[src/rtl/ulpb_tx_msg_sender_if.sv]
// Node TX handshake bundle: the message originator drives it through the master
// modport, the node answers through the slave modport.
`ifndef ADDR_WIDTH
`define ADDR_WIDTH 8
`endif
`ifndef DATA_WIDTH
`define DATA_WIDTH 32
`endif

interface ulpb_tx_msg_sender_if;
  logic [`ADDR_WIDTH-1:0] TX_ADDR;
  logic [`DATA_WIDTH-1:0] TX_DATA;
  logic                   TX_PEND;
  logic                   TX_REQ;
  logic                   PRIORITY;
  logic                   TX_ACK;
  logic                   TX_SUCC;
  logic                   TX_FAIL;
  logic                   TX_RESP_ACK;

  modport master (
    output TX_ADDR, TX_DATA, TX_PEND, TX_REQ, PRIORITY, TX_RESP_ACK,
    input  TX_ACK, TX_SUCC, TX_FAIL
  );

  modport slave (
    input  TX_ADDR, TX_DATA, TX_PEND, TX_REQ, PRIORITY, TX_RESP_ACK,
    output TX_ACK, TX_SUCC, TX_FAIL
  );
endinterface

[src/rtl/ulpb_tx_msg_sender.sv]
// Buffers one host message (address + 1..DEPTH words) and plays it out over the node
// TX handshake, reporting the outcome. Define ULPB_TX_RETRY_EN to retransmit on fail.
`ifndef ADDR_WIDTH
`define ADDR_WIDTH 8
`endif
`ifndef DATA_WIDTH
`define DATA_WIDTH 32
`endif

module ulpb_tx_msg_sender #(
  parameter int DEPTH     = 4,
  parameter int MAX_RETRY = 3
) (
  input  logic                   CLK_EXT,
  input  logic                   RESETn,
  input  logic [`ADDR_WIDTH-1:0] HOST_ADDR,
  input  logic                   HOST_PRIORITY,
  input  logic [`DATA_WIDTH-1:0] HOST_WR_DATA,
  input  logic                   HOST_WR_EN,
  input  logic                   HOST_START,
  output logic                   HOST_BUSY,
  output logic                   HOST_FULL,
  output logic                   HOST_OVF,
  output logic                   HOST_DONE,
  output logic                   HOST_FAIL,
  ulpb_tx_msg_sender_if.master   tx
);
  localparam int PTR_W = $clog2(DEPTH);
  localparam int CNT_W = PTR_W + 1;

  if (DEPTH < 2 || (DEPTH & (DEPTH - 1)) != 0 || MAX_RETRY < 0) begin : g_param_check
    $error("ulpb_tx_msg_sender: DEPTH must be a power of 2 >= 2 and MAX_RETRY >= 0");
  end

  typedef enum logic [2:0] {
    S_IDLE, S_REQ, S_ACK_LOW, S_WAIT_RESP, S_RESP_ACK, S_DONE
  } state_t;

  state_t                 state_q, state_d;
  logic [CNT_W-1:0]       count_q, count_d;
  logic [PTR_W-1:0]       rd_ptr_q, rd_ptr_d;
  logic [PTR_W-1:0]       nxt_ptr;
  logic                   busy_q, busy_d;
  logic                   ovf_q, ovf_d;
  logic                   fail_q, fail_d;
  logic                   outcome_q, outcome_d;
  logic                   tx_req_q, tx_req_d;
  logic                   tx_pend_q, tx_pend_d;
  logic                   tx_prio_q, tx_prio_d;
  logic                   resp_ack_q, resp_ack_d;
  logic [`ADDR_WIDTH-1:0] tx_addr_q, tx_addr_d;
  logic [`DATA_WIDTH-1:0] tx_data_q, tx_data_d;
  logic [`DATA_WIDTH-1:0] buf_q [DEPTH];
  logic                   wr_ok;
  logic                   ovf_set;
  logic                   full;
`ifdef ULPB_TX_RETRY_EN
  localparam int RTY_W = $clog2(MAX_RETRY + 1) + 1;
  logic [RTY_W-1:0]       retry_q, retry_d;
`endif

  // TX_PEND for the word at pointer p of a message holding c words
  function automatic logic more_after(input logic [PTR_W-1:0] p, input logic [CNT_W-1:0] c);
    return {1'b0, p} != (c - CNT_W'(1));
  endfunction

  assign full    = (count_q == CNT_W'(DEPTH));
  assign nxt_ptr = rd_ptr_q + PTR_W'(1);

  always_comb begin
    state_d    = state_q;
    count_d    = count_q;
    rd_ptr_d   = rd_ptr_q;
    busy_d     = busy_q;
    ovf_d      = ovf_q;
    fail_d     = fail_q;
    outcome_d  = outcome_q;
    tx_req_d   = tx_req_q;
    tx_pend_d  = tx_pend_q;
    tx_prio_d  = tx_prio_q;
    resp_ack_d = resp_ack_q;
    tx_addr_d  = tx_addr_q;
    tx_data_d  = tx_data_q;
`ifdef ULPB_TX_RETRY_EN
    retry_d    = retry_q;
`endif
    wr_ok      = 1'b0;
    ovf_set    = 1'b0;

    // Writes land only while idle; anything else is dropped and flagged.
    if (HOST_WR_EN) begin
      if (state_q == S_IDLE && !full) begin
        wr_ok   = 1'b1;
        count_d = count_q + CNT_W'(1);
      end else begin
        ovf_set = 1'b1;
      end
    end

    case (state_q)
      S_IDLE: begin
        if (HOST_START) begin
          ovf_d = 1'b0;
          if (count_d != '0) begin
            busy_d    = 1'b1;
            fail_d    = 1'b0;
            rd_ptr_d  = '0;
            tx_addr_d = HOST_ADDR;
            tx_prio_d = HOST_PRIORITY;
            // A word written in the START cycle into an empty buffer is word 0.
            tx_data_d = (count_q == '0) ? HOST_WR_DATA : buf_q[0];
            tx_pend_d = more_after('0, count_d);
            tx_req_d  = 1'b1;
`ifdef ULPB_TX_RETRY_EN
            retry_d   = '0;
`endif
            state_d   = S_REQ;
          end else begin
            fail_d  = 1'b1;
            state_d = S_DONE;
          end
        end
      end
      S_REQ, S_ACK_LOW: begin
        if (tx.TX_FAIL) begin
          tx_req_d   = 1'b0;
          resp_ack_d = 1'b1;
          outcome_d  = 1'b1;
          state_d    = S_RESP_ACK;
        end else if (state_q == S_REQ) begin
          if (tx.TX_ACK) begin
            tx_req_d = 1'b0;
            state_d  = S_ACK_LOW;
          end
        end else if (!tx.TX_ACK) begin
          if (!more_after(rd_ptr_q, count_q)) begin
            state_d = S_WAIT_RESP;
          end else begin
            rd_ptr_d  = nxt_ptr;
            tx_data_d = buf_q[nxt_ptr];
            tx_pend_d = more_after(nxt_ptr, count_q);
            tx_req_d  = 1'b1;
            state_d   = S_REQ;
          end
        end
      end
      S_WAIT_RESP: begin
        if (tx.TX_SUCC || tx.TX_FAIL) begin
          resp_ack_d = 1'b1;
          outcome_d  = tx.TX_FAIL;
          state_d    = S_RESP_ACK;
        end
      end
      S_RESP_ACK: begin
        if (!tx.TX_SUCC && !tx.TX_FAIL) begin
          resp_ack_d = 1'b0;
`ifdef ULPB_TX_RETRY_EN
          if (outcome_q && retry_q < RTY_W'(MAX_RETRY)) begin
            retry_d   = retry_q + RTY_W'(1);
            outcome_d = 1'b0;
            rd_ptr_d  = '0;
            tx_data_d = buf_q[0];
            tx_pend_d = more_after('0, count_q);
            tx_req_d  = 1'b1;
            state_d   = S_REQ;
          end else
`endif
          begin
            fail_d  = outcome_q;
            state_d = S_DONE;
          end
        end
      end
      S_DONE: begin
        busy_d  = 1'b0;
        count_d = '0;
        state_d = S_IDLE;
      end
      default: state_d = S_IDLE;
    endcase

    if (ovf_set) ovf_d = 1'b1;
  end

  always_ff @(posedge CLK_EXT or negedge RESETn) begin
    if (!RESETn) begin
      state_q    <= S_IDLE;
      count_q    <= '0;
      rd_ptr_q   <= '0;
      busy_q     <= 1'b0;
      ovf_q      <= 1'b0;
      fail_q     <= 1'b0;
      outcome_q  <= 1'b0;
      tx_req_q   <= 1'b0;
      tx_pend_q  <= 1'b0;
      tx_prio_q  <= 1'b0;
      resp_ack_q <= 1'b0;
      tx_addr_q  <= '0;
      tx_data_q  <= '0;
    end else begin
      state_q    <= state_d;
      count_q    <= count_d;
      rd_ptr_q   <= rd_ptr_d;
      busy_q     <= busy_d;
      ovf_q      <= ovf_d;
      fail_q     <= fail_d;
      outcome_q  <= outcome_d;
      tx_req_q   <= tx_req_d;
      tx_pend_q  <= tx_pend_d;
      tx_prio_q  <= tx_prio_d;
      resp_ack_q <= resp_ack_d;
      tx_addr_q  <= tx_addr_d;
      tx_data_q  <= tx_data_d;
    end
  end

`ifdef ULPB_TX_RETRY_EN
  always_ff @(posedge CLK_EXT or negedge RESETn) begin
    if (!RESETn) retry_q <= '0;
    else         retry_q <= retry_d;
  end
`endif

  // Message storage is data only; reset discards it by clearing count.
  always_ff @(posedge CLK_EXT) begin
    if (wr_ok) buf_q[count_q[PTR_W-1:0]] <= HOST_WR_DATA;
  end

  assign HOST_BUSY      = busy_q;
  assign HOST_FULL      = full;
  assign HOST_OVF       = ovf_q;
  assign HOST_DONE      = (state_q == S_DONE);
  assign HOST_FAIL      = fail_q;
  assign tx.TX_ADDR     = tx_addr_q;
  assign tx.TX_DATA     = tx_data_q;
  assign tx.TX_PEND     = tx_pend_q;
  assign tx.TX_REQ      = tx_req_q;
  assign tx.PRIORITY    = tx_prio_q;
  assign tx.TX_RESP_ACK = resp_ack_q;
endmodule

[src/flat_wrapper.sv]
// flat-port wrapper written by rule: the top's interface ports become plain ports
module ulpb_tx_msg_sender_flat 
#(
  parameter int DEPTH     = 4,
  parameter int MAX_RETRY = 3
)
  (CLK_EXT, RESETn, HOST_ADDR, HOST_PRIORITY, HOST_WR_DATA, HOST_WR_EN, HOST_START, HOST_BUSY, HOST_FULL, HOST_OVF, HOST_DONE, HOST_FAIL, tx_TX_ADDR, tx_TX_DATA, tx_TX_PEND, tx_TX_REQ, tx_PRIORITY, tx_TX_RESP_ACK, tx_TX_ACK, tx_TX_SUCC, tx_TX_FAIL);
  ulpb_tx_msg_sender_if tx_i ();
  input  logic CLK_EXT;
  input  logic RESETn;
  input  logic [`ADDR_WIDTH-1:0] HOST_ADDR;
  input  logic HOST_PRIORITY;
  input  logic [`DATA_WIDTH-1:0] HOST_WR_DATA;
  input  logic HOST_WR_EN;
  input  logic HOST_START;
  output logic HOST_BUSY;
  output logic HOST_FULL;
  output logic HOST_OVF;
  output logic HOST_DONE;
  output logic HOST_FAIL;
  output wire logic [$bits(tx_i.TX_ADDR)-1:0] tx_TX_ADDR;
  output wire logic [$bits(tx_i.TX_DATA)-1:0] tx_TX_DATA;
  output wire logic [$bits(tx_i.TX_PEND)-1:0] tx_TX_PEND;
  output wire logic [$bits(tx_i.TX_REQ)-1:0] tx_TX_REQ;
  output wire logic [$bits(tx_i.PRIORITY)-1:0] tx_PRIORITY;
  output wire logic [$bits(tx_i.TX_RESP_ACK)-1:0] tx_TX_RESP_ACK;
  input wire logic [$bits(tx_i.TX_ACK)-1:0] tx_TX_ACK;
  input wire logic [$bits(tx_i.TX_SUCC)-1:0] tx_TX_SUCC;
  input wire logic [$bits(tx_i.TX_FAIL)-1:0] tx_TX_FAIL;
  assign tx_TX_ADDR = tx_i.TX_ADDR;
  assign tx_TX_DATA = tx_i.TX_DATA;
  assign tx_TX_PEND = tx_i.TX_PEND;
  assign tx_TX_REQ = tx_i.TX_REQ;
  assign tx_PRIORITY = tx_i.PRIORITY;
  assign tx_TX_RESP_ACK = tx_i.TX_RESP_ACK;
  assign tx_i.TX_ACK = tx_TX_ACK;
  assign tx_i.TX_SUCC = tx_TX_SUCC;
  assign tx_i.TX_FAIL = tx_TX_FAIL;
  ulpb_tx_msg_sender #(.DEPTH(DEPTH), .MAX_RETRY(MAX_RETRY)) u_core (.CLK_EXT(CLK_EXT), .RESETn(RESETn), .HOST_ADDR(HOST_ADDR), .HOST_PRIORITY(HOST_PRIORITY), .HOST_WR_DATA(HOST_WR_DATA), .HOST_WR_EN(HOST_WR_EN), .HOST_START(HOST_START), .HOST_BUSY(HOST_BUSY), .HOST_FULL(HOST_FULL), .HOST_OVF(HOST_OVF), .HOST_DONE(HOST_DONE), .HOST_FAIL(HOST_FAIL), .tx(tx_i));
endmodule
[config.mk]
export PLATFORM = sky130hd
export DESIGN_NAME = ulpb_tx_msg_sender_flat
export DESIGN_NICKNAME = d
export VERILOG_FILES = /design/src/rtl/ulpb_tx_msg_sender_if.sv /design/src/rtl/ulpb_tx_msg_sender.sv /design/src/flat_wrapper.sv
export SDC_FILE = /design/constraint.sdc
export NUM_CORES = 1
export LEC_CHECK = 0
export ABC_AREA = 1
export BUFFER_PORTS_ARGS = -buffer_cell sky130_fd_sc_hd__buf_2
export CAP_MARGIN = 20
export CORE_AREA = 3 3 146 148
export DETAILED_ROUTE_END_ITERATION = 6
export DIE_AREA = 0 0 149 151
export SLEW_MARGIN = 5
export SYNTH_ARGS = -nofsm -noshare
export SYNTH_HDL_FRONTEND = slang
export SYNTH_SLANG_ARGS = --single-unit
[constraint.sdc]
create_clock -name CLK_EXT -period 6.01 [get_ports CLK_EXT]
set_input_delay 0.601 -clock CLK_EXT [delete_from_list [all_inputs] [get_ports CLK_EXT]]
set_output_delay 0.601 -clock CLK_EXT [all_outputs]
set_load 0.03 [all_outputs]
==> impl_metrics.toml <==
[status]
outcome = "completed"

[drt]
ant_nets = 0
viasPerCell = 5.09
vias = 5795
dr.pass1.iters = 5
drt_iter0_markers = 420
wl_per_cell_um = 17.1
wl_mm = 19.5
drcViolationCount = 0

[final_layout]
final_layout_size_suffix_gt1_share_pct = 19.0
design_area_um2 = 9380
syn_to_final_growth_pct = 16.7
seq_area_um2 = 5250
nFillCells = 1931
nets = 909
fin_util_pct = 46.5
multi_input_area_um2 = 2470
antenna_cells = 0
layout.cells.non_filler = 1138

[yosys]
synthCells = 775
ys_seq_area_share_pct = 65.3
synth.most_common_cell = "nand2_1"
syn_area_um2 = 8040
netlist.area_leader.share_pct = 47.8
synth_top_flop_cell = "edfxtp_1"
synth_common_cells = "nand2_1, edfxtp_1, nand3_1, o21ai_0, dfrtp_1"
synthArstFlopShare_pct = 30.4
ys_ff_latch = 184
synth_top_area_cell = "edfxtp_1"
synthTopCellsByArea = "edfxtp_1, dfrtp_1, nand2_1, nand3_1, o21ai_0"
syn_nets = 829
yosysWarnings = 0
synth_edf_count = 128
synth_area_per_cell_um2 = 10.4
synth_cell_types = 31

[sta]
rsz0062_at_grt = "false"
hold_viol_final = 0
slew_viol_final = 0
maxClockFrequency_ghz = 0.303
setup_ws_ps = 2700
post-route-period-util_pct = 55.0
finalSetupTns_ps = 0
worst_pin_slew_ps = 1060
finClkSkew_ps = 12.1
finalSetupViolCount = 0
final.min_clock_period_ps = 3310
timing.hold.ws_ps = 349
slew_headroom_pct = 29.4

[critical_path]
r2r_end = "u_core.tx.TX_DATA[3]"
end_kind = "flip-flop"
cp-endpoint = "u_core.tx.TX_DATA[3]"
regToRegSetupSlack_ps = 2700
path_cells = "inv_1, ha_1, nand2_1, nand4_1, o21ai_1, inv_1, nor2_1, ha_1, nand2_1, nand2_1, nor2_2, nand2_4, nand2_1, o21ai_2"
rr_worst_depth = 14
setup.worst_path.class = "reg -> reg"
start_kind = "flip-flop"
cpPeakStageDelay_ps = 580
crit_start = "u_core.count_q[0]"
crit_fanout = 71
worstPathRequired_ps = 6350
critical-path-slowest-cell = "nand2_4"
worstReg2RegStart = "u_core.count_q[0]"
critPathArrivalTime_ps = 3650
crit_top_cell = "nand2_1"

[clocking]
cts_root_buf = "clkbuf_16"
h-tree-depth = 4
cts.sinks = 184
insertion_delay_ps = 430
cts_made_buffers = 17
clkTransAtPathRegs_ps = 70
clk_path_buf_depth = 2
cts_resized = 0
postCtsHoldBufs = 0
cts_setup_buffers = 0
cts_tree = "done"

[placed_design]
pre_cts_slack_ps = 2710
dp_cells = 1105
place_area_um2 = 8750
io_buffers = 96
place.gp.congestion = 0.772
dp_hpwl_mm = 11.0

[power_and_ir_drop]
switching_power_mw = 2.18
internal_power_mw = 2.93
switching_share_pct = 42.7
p_leak_nw = 3.80
powerDensity_nw_per_um2 = 545
p_seq_share_pct = 35.1
combPwrFrac_pct = 42.5
clkPwrFrac_pct = 22.4
vdd_ir_drop_max_v = 0.000227
finalPower_mw = 5.11

[global_routing]
grt_overflow_total = 0
grt_max_degree = 72
grt_pass1_wl_mm = 30.8
track_usage_pct = 17.7
first_global_vias = 5506
antenna_found_initial = 0

[hold_path]
min_path_type = "in -> async"

[run]
max-cap-violations = 0

[floorplanning]
ios = 97
die_area_um2 = 22500
dieHeight_um = 151
rows = 52
die_width_um = 149
initial_core_util_pct = 39.9
core_area_um2 = 20200
-- critical path: cells and delay by family (launching register included) --
kind                     cells  cell delay, ps
AND/OR/NAND/NOR              8            1660
AO/OA/AOI/OAI                2             500
flip-flops                   1             420
adder cells (fa/ha/maj)      2             420
buffers and inverters        2             190
-- layout make-up --
class	instances	area share, %
multi-input combinational	513	26.4
clock buffer	18	4.58
tap	270	3.60
inverter	32	1.28
sequential	184	55.9
timing repair buffer	107	6.43
clock inverter	14	1.81
-- how the worst min path moves through the flow --
| stage | start | to | cells after the start |
|---|---|---|---|
| 6_report | RESETn | u_core.tx.TX_DATA[13] | 2 |
| 5_1_grt | HOST_WR_DATA[14] | u_core.buf_q[0][14] | 1 |
| 4_1_cts | RESETn | u_core.tx.TX_DATA[22] | 2 |
| 3_5_place_dp | u_core.tx.TX_REQ | u_core.tx.TX_REQ | 2 |
| 3_3_place_gp | u_core.tx.TX_REQ | u_core.tx.TX_REQ | 2 |
| 2_1_floorplan | RESETn | u_core.HOST_BUSY | 0 |
-- per-layer routing --
layer | up-vias | share of wire [%] | GRT usage [%]
met5 | - | 0 | 0
met4 | 0 | 0.47 | 3.30
met3 | 13 | 5.8 | 3.53
met2 | 190 | 47 | 28.8
met1 | 2749 | 46 | 25.1
li1 | 2843 | - | -
-- cells by family (layout without fill, tap and decap cells) --
kind of cell	count (synthesis)	count (layout)	share of synthesized area [%]
flip-flops	184	184	65.3
buffers and inverters	78	171	4.41
AND/OR/NAND/NOR	345	345	18.4
adder cells (fa/ha/maj)	6	6	0.934
AO/OA/AOI/OAI	156	156	10.4
XOR/XNOR	6	6	0.654
-- power groups by stage --
| stage | clock (mW) | combinational (mW) | sequential (mW) |
|---|---|---|---|
| detailed placement | 0 | 2.18 | 1.82 |
| CTS | 1.17 | 2.19 | 1.80 |
| floorplan | 0 | 1.29 | 2.09 |
| global placement | 0 | 2.15 | 1.82 |
| global route | 1.22 | 2.43 | 1.83 |
| finish | 1.14 | 2.17 | 1.80 |
-- registers in the layout, summed over array words and instances, names as in the netlist, 2 cells and up --
name               count
u_core.buf_q         128
u_core.tx.TX_DATA     32
u_core.tx.TX_ADDR      8
u_core.count_q         3
u_core.state_q         3
u_core.rd_ptr_q        2
-- cells in the final DEF, fill, tap and decap left out, drive strengths merged, types with 18 or more instances in the layout --
cell type,Yosys,layout
inv,31,35
nand2,178,178
dfrtp,56,56
edfxtp,128,128
nor2,56,56
clkbuf,22,18
nand3,103,103
a21oi,34,34
o21ai,120,120
buf,24,107
Note: power is estimated with default switching activity, not from simulation.
